==> src/rtl/octa_pkg.sv <==
`default_nettype none
// ---------------------------------------------------------------------------
// octa_pkg : opcodes, FSM state type and instruction field slices. Rev 1.0
// ---------------------------------------------------------------------------
package octa_pkg;

  localparam int OCTA_DATA_W  = 8;
  localparam int OCTA_INSTR_W = 16;
  localparam int OCTA_NREGS   = 8;

  localparam logic [2:0] OP_ADDSUB  = 3'b000;
  localparam logic [2:0] OP_NANDNOR = 3'b001;
  localparam logic [2:0] OP_SLTU    = 3'b100;
  localparam logic [2:0] OP_SHIFT   = 3'b101;
  localparam logic [2:0] OP_SRA     = 3'b110;
  localparam logic [2:0] OP_LDI     = 3'b111;

  typedef enum logic [1:0] {
    ST_IDLE = 2'd0,
    ST_DEC  = 2'd1,
    ST_EXEC = 2'd2,
    ST_WB   = 2'd3
  } state_t;

  localparam int OP_HI    = 15;
  localparam int OP_LO    = 13;
  localparam int FLAG_BIT = 12;
  localparam int RD_HI    = 11;
  localparam int RD_LO    = 9;
  localparam int RS1_HI   = 8;
  localparam int RS1_LO   = 6;
  localparam int RS2_HI   = 5;
  localparam int RS2_LO   = 3;
  localparam int IMM_HI   = 7;
  localparam int IMM_LO   = 0;

  // Opcodes 010 and 011 are unassigned.
  function automatic logic op_is_illegal(input logic [2:0] op);
    return (op == 3'b010) || (op == 3'b011);
  endfunction

endpackage
`default_nettype wire

==> src/rtl/octa_regfile.sv <==
`default_nettype none
// ---------------------------------------------------------------------------
// octa_regfile : NREGS x DATA_W, two async read ports, debug port, r0 = 0. Rev 1.0
// ---------------------------------------------------------------------------
module octa_regfile
  import octa_pkg::*;
#(
  parameter int DATA_W = OCTA_DATA_W,
  parameter int NREGS  = OCTA_NREGS,
  parameter int AW     = $clog2(NREGS)
) (
  input  logic              clk,
  input  logic              rst_n,
  input  logic [AW-1:0]     i_rs1_addr,
  input  logic [AW-1:0]     i_rs2_addr,
  input  logic [AW-1:0]     i_dbg_addr,
  input  logic              i_wr_en,
  input  logic [AW-1:0]     i_wr_addr,
  input  logic [DATA_W-1:0] i_wr_data,
  output logic [DATA_W-1:0] o_rs1_data,
  output logic [DATA_W-1:0] o_rs2_data,
  output logic [DATA_W-1:0] o_dbg_data
);

  logic [DATA_W-1:0] r_mem [NREGS];

  always_ff @(posedge clk or negedge rst_n) begin
    if (!rst_n) begin
      for (int i = 0; i < NREGS; i++) r_mem[i] <= '0;
    end else if (i_wr_en && (i_wr_addr != '0)) begin
      r_mem[i_wr_addr] <= i_wr_data;
    end
  end

  assign o_rs1_data = (i_rs1_addr == '0) ? '0 : r_mem[i_rs1_addr];
  assign o_rs2_data = (i_rs2_addr == '0) ? '0 : r_mem[i_rs2_addr];
  assign o_dbg_data = (i_dbg_addr == '0) ? '0 : r_mem[i_dbg_addr];

endmodule
`default_nettype wire

==> src/rtl/octa_issue_ctrl.sv <==
`default_nettype none
// ---------------------------------------------------------------------------
// octa_issue_ctrl : 4-cycle decode/issue sequencer feeding the external 8-bit ALU.
// Option macro OCTA_OVF_STICKY_EN makes ovf_status sticky.            Rev 1.0
// ---------------------------------------------------------------------------
module octa_issue_ctrl
  import octa_pkg::*;
#(
  parameter int DATA_W  = OCTA_DATA_W,
  parameter int INSTR_W = OCTA_INSTR_W,
  parameter int NREGS   = OCTA_NREGS
) (
  input  logic                     clk,
  input  logic                     rst_n,
  input  logic                     instr_valid,
  output logic                     instr_ready,
  input  logic [INSTR_W-1:0]       instr,
  output logic [DATA_W-1:0]        alu_rs1,
  output logic [DATA_W-1:0]        alu_rs2,
  output logic [2:0]               alu_ctrl,
  output logic                     alu_flag,
  input  logic [DATA_W-1:0]        alu_out,
  input  logic                     alu_overflow,
  output logic                     done,
  output logic                     illegal,
  output logic                     ovf_status,
  input  logic [$clog2(NREGS)-1:0] dbg_addr,
  output logic [DATA_W-1:0]        dbg_data
);

  localparam int AW = $clog2(NREGS);

  state_t              r_state;
  logic [INSTR_W-1:0]  r_instr;
  logic [DATA_W-1:0]   r_result;
  logic                r_ovf;

  logic [2:0]          w_op;
  logic [AW-1:0]       w_rd;
  logic [DATA_W-1:0]   w_rs1_data;
  logic [DATA_W-1:0]   w_rs2_data;
  logic                w_illegal;
  logic                w_is_ldi;
  logic                w_alu_op;
  logic                w_we;

  assign w_op      = r_instr[OP_HI:OP_LO];
  assign w_rd      = r_instr[RD_HI:RD_LO];
  assign w_illegal = op_is_illegal(w_op);
  assign w_is_ldi  = (w_op == OP_LDI);
  assign w_alu_op  = !w_illegal && !w_is_ldi;
  assign w_we      = (r_state == ST_WB) && !w_illegal;

  octa_regfile #(
    .DATA_W (DATA_W),
    .NREGS  (NREGS)
  ) u_regfile (
    .clk        (clk),
    .rst_n      (rst_n),
    .i_rs1_addr (r_instr[RS1_HI:RS1_LO]),
    .i_rs2_addr (r_instr[RS2_HI:RS2_LO]),
    .i_dbg_addr (dbg_addr),
    .i_wr_en    (w_we),
    .i_wr_addr  (w_rd),
    .i_wr_data  (r_result),
    .o_rs1_data (w_rs1_data),
    .o_rs2_data (w_rs2_data),
    .o_dbg_data (dbg_data)
  );

  always_ff @(posedge clk or negedge rst_n) begin
    if (!rst_n) begin
      r_state     <= ST_IDLE;
      r_instr     <= '0;
      r_result    <= '0;
      r_ovf       <= 1'b0;
      instr_ready <= 1'b1;
      alu_rs1     <= '0;
      alu_rs2     <= '0;
      alu_ctrl    <= '0;
      alu_flag    <= 1'b0;
      done        <= 1'b0;
      illegal     <= 1'b0;
      ovf_status  <= 1'b0;
    end else begin
      case (r_state)
        ST_IDLE: begin
          if (instr_valid && instr_ready) begin
            r_instr     <= instr;
            instr_ready <= 1'b0;
            r_state     <= ST_DEC;
          end
        end
        ST_DEC: begin
          // LDI and illegal ops leave the ALU bus at zero through EXEC.
          if (w_alu_op) begin
            alu_rs1  <= w_rs1_data;
            alu_rs2  <= w_rs2_data;
            alu_ctrl <= w_op;
            alu_flag <= r_instr[FLAG_BIT];
          end
          r_state <= ST_EXEC;
        end
        ST_EXEC: begin
          r_result <= w_is_ldi ? r_instr[IMM_HI:IMM_LO] : alu_out;
          r_ovf    <= (w_op == OP_ADDSUB) && alu_overflow;
          alu_rs1  <= '0;
          alu_rs2  <= '0;
          alu_ctrl <= '0;
          alu_flag <= 1'b0;
          done     <= 1'b1;
          illegal  <= w_illegal;
          r_state  <= ST_WB;
        end
        ST_WB: begin
          done        <= 1'b0;
          illegal     <= 1'b0;
          instr_ready <= 1'b1;
          r_state     <= ST_IDLE;
`ifdef OCTA_OVF_STICKY_EN
          if (r_ovf) ovf_status <= 1'b1;
`else
          if (w_alu_op) ovf_status <= r_ovf;
`endif
        end
        default: r_state <= ST_IDLE;
      endcase
    end
  end

endmodule
`default_nettype wire
==> config.mk <==
export PLATFORM = sky130hd
export DESIGN_NAME = octa_issue_ctrl
export DESIGN_NICKNAME = d
export VERILOG_FILES = /design/src/rtl/octa_pkg.sv /design/src/rtl/octa_regfile.sv /design/src/rtl/octa_issue_ctrl.sv
export SDC_FILE = /design/constraint.sdc
export NUM_CORES = 1
export LEC_CHECK = 0
export ABC_AREA = 1
export BUFFER_PORTS_ARGS = -buffer_cell sky130_fd_sc_hd__buf_2
export CORE_MARGIN = 5
export CORE_UTILIZATION = 55
export CTS_BUF_LIST = sky130_fd_sc_hd__clkbuf_4 sky130_fd_sc_hd__clkbuf_8 sky130_fd_sc_hd__clkbuf_16
export DETAILED_ROUTE_END_ITERATION = 7
export MAX_ROUTING_LAYER = met4
export PLACE_DENSITY = 0.75
export SYNTH_ARGS = -nofsm -noshare
export SYNTH_HDL_FRONTEND = slang
export SYNTH_HIERARCHICAL = 1
export SYNTH_SLANG_ARGS = --single-unit
==> constraint.sdc <==
create_clock -name clk -period 2.26 [get_ports clk]
set_clock_uncertainty 0.1 [all_clocks]
set_input_delay 0.113 -clock clk [delete_from_list [all_inputs] [get_ports clk]]
set_output_delay 0.113 -clock clk [all_outputs]
set_load 0.05 [all_outputs]
### Yosys cells after proc, flatten, opt, wreduce, memory -nomap -nowiden

Index checks and enable logic that the tools add are counted.

* add/sub/neg operators: 0
* multipliers: 0
* div/mod/pow operators: 0
* $lt $le $gt $ge: 5
* equal/unequal tests: 8
* shifts and indexed selects: 0
* mux-type cells: 30
* bitwise gates (word level): 4
* reductions and logical operators: 22

Operator list (number)
* 8-bit 2-to-1 mux: 13
* 8-bit binary-select mux with 3-bit select: 3
* 64-bit bitwise mux: 1
* 8-bit one-hot mux with 2 select lines: 2
* 8-bit demux with 3-bit select: 1
* 4-bit greater-or-equal comparator (second input constant): 4
* 3-bit NOT with 4-bit output: 4
* 3-bit zero test: 4
* 1-bit one-hot mux with 2 select lines: 4
* 2-bit one-hot mux with 4 select lines: 1
* 2-bit AND reduction: 4
* 3-bit by 2-bit == test with 1-bit output (second input constant): 2
* 1-bit logical AND: 6
* 3-bit one-hot mux with 2 select lines: 1
* 2-bit nonzero test: 3
* 2-bit == test (second input constant): 2
* 4-bit by 1-bit less-than comparator with 1-bit output (second input constant): 1
* 2-bit != test (second input constant): 2
* 3-bit == test (second input constant): 1
* 3-bit 2-to-1 mux: 1
* 3-bit nonzero test: 1
* 2-bit by 1-bit == test with 1-bit output (second input constant): 1
* 1-bit zero test: 2
* 2-bit zero test: 1
* 3 further kinds: 4

* flip-flop bits (word level): 115
* bits in latches: 0
* RAM bits: 0
* memory bits (read-only): 0
* input port bits: 31
* output and inout bits: 32
* logic and storage cells: 89
* memories kept: 0

### Depth between registers and ports, before layout

* word-level depth: 7
* gate-level depth with buffers: 12
* mapped depth without buffers: 10

### By module

The synthesis kept the hierarchy.

Modules (own cells, without submodules)
* octa_regfile: instances 1, cells an instance 734, area each 4403.0 µm², seq. area each 1601.5 µm²
* octa_issue_ctrl: instances 1, cells an instance 292, area each 2352.3 µm², seq. area each 1277.5 µm²

### Least setup slack after synthesis

Ideal clock, no wire load.

* path type: flip-flop to flip-flop
* start: reg r_state[0]
* end: reg u_regfile/r_mem[13] in the netlist's numbering
* library setup time: 0.127 ns
* arrival: 1.411 ns
* required time: 2.033 ns
* setup slack: 0.622 ns
* cell stages (with the launch flop): 10
* path buffers: 1
* period minus slack after synthesis: 1.638 ns
* cell sequence: dfrtp_1 ha_1 inv_1 a21oi_1 inv_1 nor2_1 nand3_1 buf_6 nand2_1 o21ai_0

* cells in the longest elaborated chain, start to end: 3

Ends and longest elaborated chain
* start, declared: RTL line octa_issue_ctrl.sv:33 `state_t r_state;`
* start signal, assigned: RTL line octa_issue_ctrl.sv:73 `r_state <= ST_IDLE;`
* start signal, assigned: RTL line octa_issue_ctrl.sv:91 `r_state <= ST_DEC;`
* start signal, assigned: RTL line octa_issue_ctrl.sv:102 `r_state <= ST_EXEC;`
* 2-bit == test: RTL line octa_issue_ctrl.sv:52 `assign w_we = (r_state == ST_WB) && !w_illegal;`
* 1-bit logical AND: RTL line octa_issue_ctrl.sv:52
* net w_we: RTL line octa_issue_ctrl.sv:45 `logic w_we;`
* 1-bit logical AND: RTL line octa_regfile.sv:30 `end else if (i_wr_en && (i_wr_addr != '0)) begin`
* end signal, assigned by index: RTL line octa_regfile.sv:31 `r_mem[i_wr_addr] <= i_wr_data;`
* end, declared: RTL line octa_regfile.sv:25 `logic [DATA_W-1:0] r_mem [NREGS];`

The timed path passes the listed nets, and every way through them passes these cells.
A chain may end at the register's enable or synchronous reset.

### Final worst setup path

* start: reg r_state[0]
* end: reg u_regfile/r_mem[17] in the netlist's numbering

Same word-level chain as after synthesis.

==> flow_summary.ini <==
[detailed_routing]
drc = 0
detailedRoute.firstIterationViolations = 973
drt_pass1_iterations = 6
detailroute.via_count = 6928
wl_mm = 20.8
wl_per_cell_um = 16.6
viasPerCell = 5.55
antenna_violating_nets_post_route = 0

[final_layout]
syn_to_final_growth_pct = 18.5
area.sequential_um2 = 2880
final_cell_count_without_fillers = 1248
final_nets = 1124
nFillCells = 1077
multiInputGateArea_um2 = 3100
layout_cell_share_with_drive_strength_beyond_1 = 0.111
num_antenna_cells = 0

[timing]
post-route-period-util = 0.938
grt_setup_unrepaired = yes
max-slew-margin-rel = 0.634
fmax_mhz = 472
finalSetupViolations = 0
slew_viol_final = 0
worstMarginPinSlew_ns = 0.547
period_needed_ns = 2.12
hold_viol = 0

[logic_synthesis]
synth_cell_type_count = 23
synth_area_um2 = 6760
synth_cells = 1026
postSynthRegisterBits = 115
synth_async_sr_flop_share = 1.00
synth_top_cell_by_area = sky130_fd_sc_hd__dfrtp_1
portion_of_synthesized_cell_area_occupied_by_the_leading_cell_type = 0.422
ys_seq_area_frac = 0.426
synth-edff-count = 0
yosysWarningCount = 6
syn_avg_cell_area_um2 = 6.58
ys_dominant_reg_cell = sky130_fd_sc_hd__dfrtp_1
synth_fp_nets = 1062
synth.cells.most_frequent = 385 x sky130_fd_sc_hd__nand2_1, 153 x sky130_fd_sc_hd__nand3_1, 124 x sky130_fd_sc_hd__inv_1
synth_most_common_cell = sky130_fd_sc_hd__nand2_1
synth_area_leaders = sky130_fd_sc_hd__dfrtp_1 42%, sky130_fd_sc_hd__nand2_1 21%, sky130_fd_sc_hd__nand3_1 11%

[power_and_ir_drop]
peakVddDrop_v = 0.000834
totalPowerFinal_uw = 12800
leakage_power_total_uw = 0.00456
powerDensity_nw_per_um2 = 1600

[critical_path]
timing.critical_path.cells = ha_1 -> inv_1 -> a21oi_1 -> nand2_1 -> inv_1 -> nand2_1 -> nand2_1 -> o21ai_0
worst-endpoint-required_ns = 2.42
setup.worst_path.end_class = flop
type_of_the_setup_path_with_the_least_slack = reg2reg
critPathMostFrequentCell = sky130_fd_sc_hd__nand2_1
max_stage_delay_ns = 0.39
crit_fanout = 16
timing.critical_path.from_type = flop
worst_ep_arrival_time_ns = 2.28
critPathSlowestCell = sky130_fd_sc_hd__dfrtp_1

[global_route]
largest_net_degree_at_the_start_of_global_routing = 49
track_usage = 0.302
overflow = 0
grt_first_pass_wirelength_mm = 33.6
initial_antenna_violation_count = 0
grt_pass1_vias = 6446

[clock_tree]
cts.sinks = 115
tritoncts = done
clkTransAtPathRegs_ns = 0.05
cts.htree.levels = 4
clock-root-buffer = sky130_fd_sc_hd__clkbuf_16
max-clock-path-buffers = 2
clkLatencyLatePin_ns = 0.42
tritoncts.num_buffers = 17
number_of_setup_buffers_added_after_cts = 0

[die]
die_width_um = 121
initial_core_util = 0.562
placementRows = 40
fp.dieArea_um2 = 14600
dieHeight_um = 121
ios = 63
core_area_um2 = 12000

[place]
post-place-cells = 1189
buffers_added_on_ports = 62
place.detailed.hpwl_mm = 13.6
routability_congestion_estimate_from_global_placement = 0.955

[flow_run]
max-cap-violations = 0

[worst_hold_path]
hold_path_class = in2async

[run_status]
result_of_the_run = complete, no violations
metrics by stage:
step                      setup WS (ns)  cell area [um^2]  hold WS (ns)  utilization  setup TNS, ns
after floorplan                   0.622              6760        -0.283            -              0
after global placement            0.329              7090        0.0125        0.590              0
after detailed placement          0.183              7090        0.0122        0.590              0
after CTS                         0.101              7990         0.118        0.665              0
after global routing            -0.0176              8000         0.168        0.666        -0.0319
final                             0.141              8000         0.107        0.666              0
cells in the final DEF, fill, tap and decap left out:
| cell type | Yosys | routed |
|---|---|---|
| sky130_fd_sc_hd__nand2_2 | 0 | 1 |
| sky130_fd_sc_hd__o22ai_1 | 1 | 1 |
| sky130_fd_sc_hd__inv_4 | 1 | 1 |
| sky130_fd_sc_hd__buf_4 | 4 | 17 |
| sky130_fd_sc_hd__dfrtp_1 | 114 | 114 |
| sky130_fd_sc_hd__nand2_1 | 385 | 384 |
| sky130_fd_sc_hd__inv_2 | 1 | 1 |
| sky130_fd_sc_hd__clkbuf_4 | 0 | 4 |
| sky130_fd_sc_hd__dfstp_2 | 1 | 1 |
| sky130_fd_sc_hd__clkinv_4 | 0 | 3 |
| sky130_fd_sc_hd__nand3_1 | 153 | 151 |
| sky130_fd_sc_hd__nor3_4 | 1 | 1 |
| sky130_fd_sc_hd__clkbuf_16 | 0 | 17 |
| sky130_fd_sc_hd__buf_12 | 0 | 1 |
| sky130_fd_sc_hd__nor2_1 | 89 | 89 |
| sky130_fd_sc_hd__clkbuf_8 | 0 | 4 |
| sky130_fd_sc_hd__nand2_8 | 1 | 1 |
| sky130_fd_sc_hd__ha_1 | 5 | 5 |
| sky130_fd_sc_hd__nand3_2 | 2 | 4 |
| sky130_fd_sc_hd__buf_2 | 30 | 61 |
| sky130_fd_sc_hd__clkinv_2 | 0 | 1 |
| sky130_fd_sc_hd__bufinv_16 | 0 | 3 |
| sky130_fd_sc_hd__o21ai_0 | 64 | 64 |
| sky130_fd_sc_hd__clkinv_1 | 3 | 3 |
| sky130_fd_sc_hd__nand4_1 | 1 | 1 |
| sky130_fd_sc_hd__dlygate4sd3_1 | 0 | 27 |
| sky130_fd_sc_hd__inv_1 | 124 | 124 |
| sky130_fd_sc_hd__a21oi_1 | 16 | 16 |
| sky130_fd_sc_hd__or2_4 | 1 | 1 |
report_power, final:
group	leakage (uW)	switching (uW)	internal, uW
registers	0.00147	633	2900
clock network	0.000315	954	1900
logic	0.00278	4550	1840
flip-flops by register name (all words and copies together), names as in the netlist, 2 cells and up:
signal / count
u_regfile/r_mem: 64
r_instr: 16
alu_rs1: 8
alu_rs2: 8
r_result: 8
alu_ctrl: 3
r_state: 2
worst max-delay path, delay by kind of cell, from the launching register on:
kind / cells / cell delay (ns)
AND/OR/NAND/NOR: 3 / 0.65
flip-flops: 1 / 0.39
AO/OA/AOI/OAI: 2 / 0.38
adder cells (fa/ha/maj): 1 / 0.23
buffers and inverters: 2 / 0.22
per-layer routing:
metal  GRT usage  wire, um
met1       0.413      8760
met2       0.434      9490
met3      0.0650      1660
met4       0.135       857
met5           -         0
path summary, 6_finish.rpt:
kind | startpoint | endpoint | slack, ns | cells past startpoint
min in group clk | u_regfile/r_mem[60]$_DFFE_PN0P_ | u_regfile/r_mem[60]$_DFFE_PN0P_ | 0.28 | 0
max in group asynchronous | rst_n | u_regfile/r_mem[36]$_DFFE_PN0P_ | 1.17 | 3
setup / recovery | r_state[0]$_DFFE_PN0P_ | u_regfile/r_mem[17]$_DFFE_PN0P_ | 0.14 | 8
hold / removal | rst_n | u_regfile/r_mem[21]$_DFFE_PN0P_ | 0.11 | 2
setup reg to reg | r_state[0]$_DFFE_PN0P_ | u_regfile/r_mem[17]$_DFFE_PN0P_ | 0.14 | 8
hold reg to reg | u_regfile/r_mem[60]$_DFFE_PN0P_ | u_regfile/r_mem[60]$_DFFE_PN0P_ | 0.28 | 0
what timing repair did:
action	CTS	global route
hold buffers	27	0
resized for setup	0	3
endpoints found under the hold margin	85	0
endpoints found under the setup margin	0	17
logic make-up (layout without fill, tap and decap cells):
logic type,Yosys count,count (layout),share of synthesized area
compound gates,81,81,0.0602
simple gates,633,633,0.387
fa+ha+maj,5,5,0.00926
buf+inv,192,267,0.117
flops,115,115,0.426
area by class of cell:
class                      instances  area share
clock buffer                      25      0.0638
clock inverter                     7      0.0152
inverter                         129      0.0608
multi-input combinational        719       0.387
sequential                       115       0.360
tap                              147      0.0230
timing repair buffer             106      0.0904
Power figures use the tool's default switching activity.
